**src/rtl/la_pkg.sv**
```systemverilog
// Shared definitions for the logic-analyzer command path: frame constants, opcode and FSM encodings.
package la_pkg;
  localparam logic [7:0] SYNC_BYTE = 8'hA5;
  localparam int         FRAME_LEN = 7;

  typedef enum logic [1:0] {
    OP_TRIG  = 2'b00,
    OP_PRESC = 2'b01,
    OP_CTRL  = 2'b10,
    OP_ILL   = 2'b11
  } opcode_e;

  // Order matters: the parser advances CMD..CHK by incrementing the encoding.
  typedef enum logic [2:0] {
    P_SYNC = 3'd0,
    P_CMD  = 3'd1,
    P_D3   = 3'd2,
    P_D2   = 3'd3,
    P_D1   = 3'd4,
    P_D0   = 3'd5,
    P_CHK  = 3'd6
  } pstate_e;

  typedef enum logic [1:0] {
    RX_IDLE,
    RX_START,
    RX_DATA,
    RX_STOP
  } rxstate_e;

  function automatic logic [7:0] frame_chk(input logic [7:0] cmd, input logic [31:0] data);
    return cmd ^ data[31:24] ^ data[23:16] ^ data[15:8] ^ data[7:0];
  endfunction
endpackage

```
**src/rtl/uart_cmd_rx_if.sv**
```systemverilog
// Host-side UART line plus the per-channel control outputs of the command receiver.
interface uart_cmd_rx_if #(
  parameter int CH_NO = 4
);
  logic                rx;
  logic [CH_NO*32-1:0] trig_cnt;
  logic [CH_NO*32-1:0] prescaler;
  logic [CH_NO-1:0]    tog_pulse;
  logic [CH_NO-1:0]    ch_rst_n;
  logic                cmd_ok;
  logic                cmd_err;

  modport master (
    output rx,
    input  trig_cnt, prescaler, tog_pulse, ch_rst_n, cmd_ok, cmd_err
  );

  modport slave (
    input  rx,
    output trig_cnt, prescaler, tog_pulse, ch_rst_n, cmd_ok, cmd_err
  );
endinterface

```
**src/rtl/uart_rx_byte.sv**
```systemverilog
// 8N1 byte receiver: 2-FF synchronizer, start-bit glitch rejection, mid-bit sampling.
module uart_rx_byte
  import la_pkg::*;
#(
  parameter int BAUD_PRESCALER = 434
) (
  input  logic       i_clk,
  input  logic       i_rst_n,
  input  logic       i_rx,
  output logic [7:0] o_byte,
  output logic       o_byte_valid,
  output logic       o_frame_err
);
  localparam int            CW   = $clog2(BAUD_PRESCALER);
  localparam logic [CW-1:0] FULL = CW'(BAUD_PRESCALER - 1);
  localparam logic [CW-1:0] HALF = CW'(BAUD_PRESCALER / 2 - 1);

  // [0],[1] synchronizer, [2] history for falling-edge detect; all idle high.
  logic [2:0]    r_sync;
  rxstate_e      r_state;
  logic [CW-1:0] r_cnt;
  logic [2:0]    r_bit;
  logic [7:0]    r_sh;
  logic          r_valid;
  logic          r_ferr;

  logic w_rx;
  logic w_fall;
  assign w_rx   = r_sync[1];
  assign w_fall = r_sync[2] & ~r_sync[1];

  always_ff @(posedge i_clk or negedge i_rst_n) begin
    if (!i_rst_n) begin
      r_sync  <= 3'b111;
      r_state <= RX_IDLE;
      r_cnt   <= '0;
      r_bit   <= '0;
      r_sh    <= '0;
      r_valid <= 1'b0;
      r_ferr  <= 1'b0;
    end else begin
      r_sync  <= {r_sync[1:0], i_rx};
      r_valid <= 1'b0;
      r_ferr  <= 1'b0;
      case (r_state)
        RX_IDLE: begin
          if (w_fall) begin
            r_state <= RX_START;
            r_cnt   <= HALF;
          end
        end
        RX_START: begin
          if (r_cnt != '0) r_cnt <= r_cnt - CW'(1);
          else if (w_rx)   r_state <= RX_IDLE;
          else begin
            r_state <= RX_DATA;
            r_cnt   <= FULL;
            r_bit   <= '0;
          end
        end
        RX_DATA: begin
          if (r_cnt != '0) r_cnt <= r_cnt - CW'(1);
          else begin
            r_sh  <= {w_rx, r_sh[7:1]};
            r_cnt <= FULL;
            r_bit <= r_bit + 3'd1;
            if (r_bit == 3'd7) r_state <= RX_STOP;
          end
        end
        RX_STOP: begin
          // Leave at mid-stop so a back-to-back start edge is not missed.
          if (r_cnt != '0) r_cnt <= r_cnt - CW'(1);
          else begin
            r_state <= RX_IDLE;
            if (w_rx) r_valid <= 1'b1;
            else      r_ferr  <= 1'b1;
          end
        end
        default: r_state <= RX_IDLE;
      endcase
    end
  end

  assign o_byte       = r_sh;
  assign o_byte_valid = r_valid;
  assign o_frame_err  = r_ferr;
endmodule

```
**src/rtl/uart_cmd_rx.sv**
```systemverilog
// Command receiver: parses 7-byte A5-framed commands and drives per-channel trigger/prescaler
// registers and one-cycle toggle/reset strobes.
module uart_cmd_rx
  import la_pkg::*;
#(
  parameter int          CH_NO          = 4,
  parameter int          BAUD_PRESCALER = 434,
  parameter int          TIMEOUT_BITS   = 20,
  parameter logic [31:0] TRIG_DEFAULT   = 32'h20,
  parameter logic [31:0] PRESC_DEFAULT  = 32'hC350
) (
  input  logic          i_clk,
  input  logic          _rst,
  uart_cmd_rx_if.slave  bus
);
  localparam int TO_CYC = TIMEOUT_BITS * BAUD_PRESCALER;
  localparam int TW     = $clog2(TO_CYC + 1);

  logic [7:0] w_byte;
  logic       w_byte_valid;
  logic       w_frame_err;

  uart_rx_byte #(.BAUD_PRESCALER(BAUD_PRESCALER)) u_rx (
    .i_clk        (i_clk),
    .i_rst_n      (_rst),
    .i_rx         (bus.rx),
    .o_byte       (w_byte),
    .o_byte_valid (w_byte_valid),
    .o_frame_err  (w_frame_err)
  );

  pstate_e                   r_state;
  logic [7:0]                r_cmd;
  logic [31:0]               r_data;
  logic [TW-1:0]             r_to;
  logic [CH_NO-1:0][31:0]    r_trig;
  logic [CH_NO-1:0][31:0]    r_presc;
  logic [CH_NO-1:0]          r_tog;
  logic [CH_NO-1:0]          r_rst_n;
  logic                      r_ok;
  logic                      r_err;

  opcode_e    w_op;
  logic [1:0] w_ch;
  logic       w_timeout;
  logic       w_accept;

  assign w_op      = opcode_e'(r_cmd[7:6]);
  assign w_ch      = r_cmd[1:0];
  assign w_timeout = (r_to == TW'(TO_CYC - 1));
  assign w_accept  = (w_byte == frame_chk(r_cmd, r_data)) && (w_op != OP_ILL) &&
                     (32'(w_ch) < 32'(CH_NO));

  always_ff @(posedge i_clk or negedge _rst) begin
    if (!_rst) begin
      r_state <= P_SYNC;
      r_cmd   <= '0;
      r_data  <= '0;
      r_to    <= '0;
      r_trig  <= {CH_NO{TRIG_DEFAULT}};
      r_presc <= {CH_NO{PRESC_DEFAULT}};
      r_tog   <= '0;
      r_rst_n <= '1;
      r_ok    <= 1'b0;
      r_err   <= 1'b0;
    end else begin
      r_tog   <= '0;
      r_rst_n <= '1;
      r_ok    <= 1'b0;
      r_err   <= 1'b0;
      r_to    <= (r_state == P_SYNC || w_byte_valid) ? '0 : r_to + TW'(1);
      if (w_frame_err) begin
        r_state <= P_SYNC;
        r_err   <= 1'b1;
      end else if (w_byte_valid) begin
        case (r_state)
          P_SYNC: if (w_byte == SYNC_BYTE) r_state <= P_CMD;
          P_CMD: begin
            r_cmd   <= w_byte;
            r_state <= pstate_e'(r_state + 3'd1);
          end
          // Staging only; targets change solely on a good CHK byte.
          P_D3, P_D2, P_D1, P_D0: begin
            r_data  <= {r_data[23:0], w_byte};
            r_state <= pstate_e'(r_state + 3'd1);
          end
          P_CHK: begin
            r_state <= P_SYNC;
            if (w_accept) begin
              r_ok <= 1'b1;
              for (int c = 0; c < CH_NO; c++) begin
                if (c == int'(w_ch)) begin
                  case (w_op)
                    OP_TRIG:  r_trig[c]  <= r_data;
                    OP_PRESC: r_presc[c] <= r_data;
                    OP_CTRL: begin
                      r_tog[c]   <= r_data[0];
                      r_rst_n[c] <= ~r_data[1];
                    end
                    default: ;
                  endcase
                end
              end
            end else begin
              r_err <= 1'b1;
            end
          end
          default: r_state <= P_SYNC;
        endcase
      end else if (r_state != P_SYNC && w_timeout) begin
        r_state <= P_SYNC;
        r_err   <= 1'b1;
      end
    end
  end

  assign bus.trig_cnt  = r_trig;
  assign bus.prescaler = r_presc;
  assign bus.tog_pulse = r_tog;
  assign bus.ch_rst_n  = r_rst_n;
  assign bus.cmd_ok    = r_ok;
  assign bus.cmd_err   = r_err;
endmodule

```
**src/flat_wrapper.sv**
```systemverilog
// flat-port wrapper written by rule: the top's interface ports become plain ports
module uart_cmd_rx_flat import la_pkg::*;
#(
  parameter int          CH_NO          = 4,
  parameter int          BAUD_PRESCALER = 434,
  parameter int          TIMEOUT_BITS   = 20,
  parameter logic [31:0] TRIG_DEFAULT   = 32'h20,
  parameter logic [31:0] PRESC_DEFAULT  = 32'hC350
)
  (i_clk, _rst, bus_rx, bus_trig_cnt, bus_prescaler, bus_tog_pulse, bus_ch_rst_n, bus_cmd_ok, bus_cmd_err);
  uart_cmd_rx_if #(.CH_NO(CH_NO)) bus_i ();
  input  logic i_clk;
  input  logic _rst;
  input wire logic [$bits(bus_i.rx)-1:0] bus_rx;
  output wire logic [$bits(bus_i.trig_cnt)-1:0] bus_trig_cnt;
  output wire logic [$bits(bus_i.prescaler)-1:0] bus_prescaler;
  output wire logic [$bits(bus_i.tog_pulse)-1:0] bus_tog_pulse;
  output wire logic [$bits(bus_i.ch_rst_n)-1:0] bus_ch_rst_n;
  output wire logic [$bits(bus_i.cmd_ok)-1:0] bus_cmd_ok;
  output wire logic [$bits(bus_i.cmd_err)-1:0] bus_cmd_err;
  assign bus_i.rx = bus_rx;
  assign bus_trig_cnt = bus_i.trig_cnt;
  assign bus_prescaler = bus_i.prescaler;
  assign bus_tog_pulse = bus_i.tog_pulse;
  assign bus_ch_rst_n = bus_i.ch_rst_n;
  assign bus_cmd_ok = bus_i.cmd_ok;
  assign bus_cmd_err = bus_i.cmd_err;
  uart_cmd_rx #(.CH_NO(CH_NO), .BAUD_PRESCALER(BAUD_PRESCALER), .TIMEOUT_BITS(TIMEOUT_BITS), .TRIG_DEFAULT(TRIG_DEFAULT), .PRESC_DEFAULT(PRESC_DEFAULT)) u_core (.i_clk(i_clk), ._rst(_rst), .bus(bus_i));
endmodule
```
**config.mk**
```make
export PLATFORM = sky130hd
export DESIGN_NAME = uart_cmd_rx_flat
export DESIGN_NICKNAME = d
export VERILOG_FILES = /design/src/rtl/la_pkg.sv /design/src/rtl/uart_cmd_rx_if.sv /design/src/rtl/uart_rx_byte.sv /design/src/rtl/uart_cmd_rx.sv /design/src/flat_wrapper.sv
export SDC_FILE = /design/constraint.sdc
export NUM_CORES = 1
export LEC_CHECK = 0
export BUFFER_PORTS_ARGS = -buffer_cell sky130_fd_sc_hd__buf_2
export CELL_PAD_IN_SITES_DETAIL_PLACEMENT = 1
export CELL_PAD_IN_SITES_GLOBAL_PLACEMENT = 1
export CORE_ASPECT_RATIO = 1.2
export CORE_MARGIN = 5
export CORE_UTILIZATION = 33
export DETAILED_ROUTE_END_ITERATION = 6
export PLACE_DENSITY_LB_ADDON = 0.1
export SLEW_MARGIN = 20
export SYNTH_ARGS = -nofsm -noshare
export SYNTH_HDL_FRONTEND = slang
export SYNTH_HIERARCHICAL = 1
export SYNTH_SLANG_ARGS = --single-unit
```
**constraint.sdc**
```tcl
create_clock -name i_clk -period 2.9 [get_ports i_clk]
set_input_delay 0.145 -clock i_clk [delete_from_list [all_inputs] [get_ports i_clk]]
set_output_delay 0.145 -clock i_clk [all_outputs]
set_load 0.05 [all_outputs]
```
# After elaboration in Yosys (flattened, before gate mapping)
# Cells that the tools add are included.
[op_classes] eq_ne=28 bitwise_logic=9 add_sub_neg=4 muxes=56 n_reduce_logical=28
[ops] operator="$reduce_and A6 Y1" n=8
[ops] operator="$mux W9" n=5
[ops] operator="$pmux W9 S4" n=1
[ops] operator="$mux W4" n=8
[ops] operator="$xor A8 B8 Y8" n=4
[ops] operator="$mux W1" n=25
[ops] operator="$mux W3" n=7
[ops] operator="$ne A2 B2 Y1 const B" n=8
[ops] operator="$add A14 B1 Y14 const B" n=1
[ops] operator="$eq A14 B14 Y1 const B" n=1
[ops] operator="$mux W14" n=1
[ops] operator="$eq A3 B3 Y1 const B" n=4
[ops] operator="$mux W2" n=6
[ops] operator="$pmux W3 S2" n=2
[ops] operator="$reduce_and A3 Y1" n=3
[ops] operator="$reduce_bool A9 Y1" n=1
[ops] operator="$sub A9 B1 Y9 const B" n=1
[ops] operator="$eq A8 B8 Y1" n=1
[ops] operator="$eq A8 B8 Y1 const B" n=1
[ops] operator="$pmux W2 S4" n=1
[ops] operator="$add A3 B1 Y3 const B" n=2
[ops] operator="$eq A2 B2 Y1 const B" n=3
[ops] operator="$eq A3 B2 Y1 const B" n=2
[ops] operator="$logic_not A2 Y1" n=3
[ops] operator="other kinds (18)" n=26
[word_totals] regBits=350 wordCells=148 input_bits=3

# Logic depth before layout (Yosys ltp)
[logic_depth] word_depth=10 ltp_mapped=8 ltp_nobuf=7

# Cells and area by module
# Netlist, hierarchy kept.
[by_module_without_submodules] mod="uart_cmd_rx" area_per_inst_um2=12896.1 cells_per_inst=843 n_inst=1 seq_area_each_um2=8122.8
[by_module_without_submodules] mod="uart_rx_byte" area_per_inst_um2=1447.6 cells_per_inst=124 n_inst=1 seq_area_each_um2=679.4

# Worst setup path before layout
# OpenSTA, ideal clock, no wires.
[synth_timing] kind="register -> register" from="reg u_core.r_cmd[6]" to="reg u_core.r_presc (netlist bit u_core/bus.prescaler[101])" path_slack_ns=0.395 stages_incl_launch_ff=8 setup_time_ns=0.125 path_buffers=2 t_required_ns=2.775 arrival_time_ns=2.381 period_less_slack_ns=2.505 path_cell_list="dfrtp_1 clkbuf_1 xnor2_1 xnor3_1 nor4_4 nand4_1 clkbuf_1 mux2_2"
[synth_between] elab_chain_cells=7
[synth_rtl] element="start: declaration" line="uart_cmd_rx.sv:33" rtl="logic [7:0] r_cmd;"
[synth_rtl] element="start signal: assignment" line="uart_cmd_rx.sv:79" rtl="r_cmd <= w_byte;"
[synth_rtl] element="$xor A8 B8 Y8 (4 in a row)" line="la_pkg.sv:32" rtl="return cmd ^ data[31:24] ^ data[23:16] ^ data[15:8] ^ data[7:0];"
[synth_rtl] element="$eq A8 B8 Y1" line="uart_cmd_rx.sv:51" rtl="assign w_accept = (w_byte == frame_chk(r_cmd, r_data)) && (w_op != OP_ILL) &&"
[synth_rtl] element="$logic_and A1 B1 Y1" line="uart_cmd_rx.sv:51"
[synth_rtl] element="$reduce_and A6 Y1 (no source line) (*)"
[synth_rtl] element="end signal: assignment" line="uart_cmd_rx.sv:61" rtl="r_presc <= {CH_NO{PRESC_DEFAULT}};"
[synth_rtl] element="end signal: indexed assignment" line="uart_cmd_rx.sv:95" rtl="OP_PRESC: r_presc[c] <= r_data;"
[synth_rtl] element="end: declaration" line="uart_cmd_rx.sv:37" rtl="logic [CH_NO-1:0][31:0] r_presc;"
# Mark *: on every way between the ends. The rest lies on a longest branch, timed or not.
# A chain may end at the register's enable or synchronous reset.

# Final worst setup path
[layout_timing] from="reg u_core.r_cmd[6]" to="reg u_core.r_presc (netlist bit u_core/bus.prescaler[109])"
# The elaborated chain is that of the path after synthesis.

==> flow_metrics.env <==
export IMPL_status="finished, final reports clean"
export IMPL_grt_overflow=0
export IMPL_synth_area_top_cells="dfrtp_1 55%, mux2_2 23%, dfstp_2 6.4%, clkbuf_1 1.8%, xnor2_1 1.6%"
export IMPL_endpoint_kind="register"
export IMPL_crit_fanout=21
export IMPL_routed_wl_met2_mm=22.2
export IMPL_ios=269
export IMPL_drc=0
export IMPL_syn_to_final_growth_pct=25.3
export IMPL_cts_sinks=350
export IMPL_grt_max_degree=87
export IMPL_ys_types=57
export IMPL_viasPerCell=4.84
export IMPL_synth_commonest_cells="315 x dfrtp_1, 298 x mux2_2, 67 x clkbuf_1"
export IMPL_maxCapViolations=0
export IMPL_p_leak_nw=9.71
export IMPL_power_frac_clock_pct=45.8
export IMPL_cts_root_buf="clkbuf_16"
export IMPL_synth_xor_area_share_pct=3.33
export IMPL_fin_crit_sh_pct=94.9
export IMPL_yosys_area_share_adder_pct=1.22
export IMPL_cp_required_ns=3.32
export IMPL_synth_compound_area_share_pct=2.24
export IMPL_power_total_mw=11.1
export IMPL_seq_area_frac_synth_pct=61.4
export IMPL_worstPathArrival_ns=3.17
export IMPL_p_comb_share_pct=8.3
export IMPL_syn_avg_cell_area_um2=14.8
export IMPL_cts_inserted_buffers=40
export IMPL_yosysTopAreaCellShare_pct=55.0
export IMPL_synth_largest_area_cell="dfrtp_1"
export IMPL_place_congestion=0.746
export IMPL_fin_nets=1286
export IMPL_ir_drop_v=0.000450
export IMPL_setup_viol=0
export IMPL_postRouteAntennaNets=0
export IMPL_r2r_start="u_core/r_cmd[6]"
export IMPL_synth_edf_count=0
export IMPL_die_area_um2=47800
export IMPL_async_reset_ff_share_pct=100
export IMPL_cts_resized=0
export IMPL_clk_path_buf_depth=3
export IMPL_min_period_ns=2.75
export IMPL_post_dp_hpwl_mm=29.0
export IMPL_m1WireLength_mm=17.1
export IMPL_rrSetupSlack_ns=0.15
export IMPL_worst_slack_ns=0.149
export IMPL_synth_nets=984
export IMPL_die_w_um=200
export IMPL_io_buffers=268
export IMPL_hp_class="primary input to asynchronous set/reset pin"
export IMPL_tightest_slew_ns=0.705
export IMPL_synth_area_um2=14300
export IMPL_fmax_mhz=364
export IMPL_row_count=83
export IMPL_first_pass_iters=6
export IMPL_r2r_cells=7
export IMPL_tritoncts="done"
export IMPL_grt_pass1_vias=9887
export IMPL_totalWireLength_mm=41.7
export IMPL_path_clk_slew_ns=0.07
export IMPL_wl_met3_mm=1.63
export IMPL_cts_hold_buf=2
export IMPL_hold_ws_ns=0.0732
export IMPL_num_vias=8966
export IMPL_finalHoldViolations=0
export IMPL_syn_inst=967
export IMPL_crit_type="register to register"
export IMPL_clock_skew_ns=0.0152
export IMPL_n_antenna_cell=0
export IMPL_start_util_pct=33.4
export IMPL_drt_iter0_markers=284
export IMPL_power_switching_mw=2.69
export IMPL_critPathLaunchType="register"
export IMPL_rsz0062_at_grt="false"
export IMPL_routed_top_layer="met4"
export IMPL_die_h_um=238
export IMPL_htreeDepth=2
export IMPL_core_area_um2=42900
export IMPL_slew_viol_final=0
export IMPL_synth_seq_cells=350
export IMPL_final_setup_tns_ns=0
export IMPL_p_per_area_nw_per_um2=616
export IMPL_synth_ff_type="dfrtp_1"
export IMPL_wl_per_cell_um=22.5
export IMPL_slew_headroom_pct=52.6
export IMPL_dpl_cell_area_um2=16600
export IMPL_sw_frac_of_total_pct=24.3
export IMPL_grt_pass1_wl_mm=63.6
export IMPL_pre_cts_slack_ns=0.205
export IMPL_yosysWarnings=6
export IMPL_yosys_cell_count_top_type="dfrtp_1"
export IMPL_p_seq_share_pct=45.9
export IMPL_drive_gt1_share_pct=56.8
export IMPL_internal_power_mw=8.37
export IMPL_synthMuxAreaShare_pct=24.5
export IMPL_r2r_end="u_core/bus.prescaler[109]"
export IMPL_insertion_delay_ns=0.54
export IMPL_fin_area_um2=18000
export IMPL_synth_top_family_by_area="multiplexers"
export IMPL_cts_setup_buffers=0
export IMPL_grt_total_usage_pct=17.2
export IMPL_antenna_found_initial=0
export IMPL_synth_simple_area_share_pct=5.18
-- layer usage --
metal	GRT usage (%)	up-vias
met1	20.8	4711
met5	0	-
met2	31.7	173
met4	4.19	0
met3	3.26	50
li1	-	4032
-- cell usage in the layout (no fill, tap or decap), drive strengths merged, types with 5 or more instances in the layout --
cell	n
xor2	7
dfstp	35
buf	327
nor3	13
clkinv	8
nand3	7
and3	5
nor2	29
nand2	14
clkbuf	63
xnor3	8
and2	5
mux2	306
o21ai	10
dfrtp	315
ha	14
inv	11
nand2b	9
xnor2	27
nor4	11
a21oi	10
nand4	10
-- cell type report --
cell class	instances	area [um2]
clock inverters	10	119
clock buffers	63	1210
multi-input cells	537	5240
well taps	552	691
fillers	4433	24900
repair buffers	329	1860
inverters	11	41.3
flip-flops and latches	350	8800
-- stage by stage --
step                instances  util, %
finish                   1852     41.9
global route             1852     41.9
CTS                      1852     41.9
detailed placement       1777     38.7
global placement         1777     38.7
floorplan                 967        -
-- flip-flops by register name, indices dropped and copies added (netlist names), named ones only --
register / count
u_core/bus.trig_cnt: 128
u_core/u_rx/o_frame_err: 1
u_core/bus.ch_rst_n: 4
u_core/bus.cmd_ok: 1
u_core/bus.cmd_err: 1
u_core/u_rx/r_state: 1
u_core/u_rx/r_sync: 3
u_core/r_state: 3
u_core/u_rx/r_cnt: 9
u_core/u_rx/o_byte_valid: 1
u_core/r_data: 32
u_core/bus.tog_pulse: 4
u_core/bus.prescaler: 128
u_core/u_rx/r_bit: 3
u_core/r_cmd: 8
u_core/r_to: 14
u_core/u_rx/o_byte: 8
-- worst max-delay path by stage --
stage                            from                        end  slack (ns)  cells past startpoint
global placement    u_core/r_data[15]   u_core/bus.prescaler[97]        0.22                      7
finish                u_core/r_cmd[6]  u_core/bus.prescaler[109]        0.15                      7
global route          u_core/r_cmd[6]   u_core/bus.prescaler[97]        0.05                      7
CTS                   u_core/r_cmd[6]  u_core/bus.prescaler[109]        0.15                      7
floorplan             u_core/r_cmd[6]  u_core/bus.prescaler[101]        0.39                      7
detailed placement    u_core/r_cmd[6]  u_core/bus.prescaler[109]        0.20                      7
-- cell families (layout without fill, tap and decap cells) --
kind of cell | count (synthesis) | after routing
AND/OR/NAND/NOR | 124 | 124
flip-flops | 350 | 350
AO/OA/AOI/OAI | 47 | 47
buffers and inverters | 80 | 413
adder cells (fa/ha/maj) | 14 | 14
multiplexers | 310 | 310
XOR/XNOR | 42 | 42
-- power by group through the flow --
stage | logic [mW] | registers [mW] | clock network [mW]
floorplan | 0.626 | 5.14 | 0
global placement | 0.922 | 5.16 | 0
detailed placement | 0.936 | 5.16 | 0
CTS | 0.943 | 5.07 | 5.26
global route | 1.05 | 5.08 | 5.43
finish | 0.922 | 5.07 | 5.07
-- critical path: stages (launching register included) --
cell and delay (ns):
dfrtp_1 0.49, xnor2_1 0.26, xnor3_1 0.38, nor4_4 0.43
buf_4 0.21, nand4_1 0.22, buf_4 0.33, mux2_2 0.31
(Power assumes the default switching activity.)
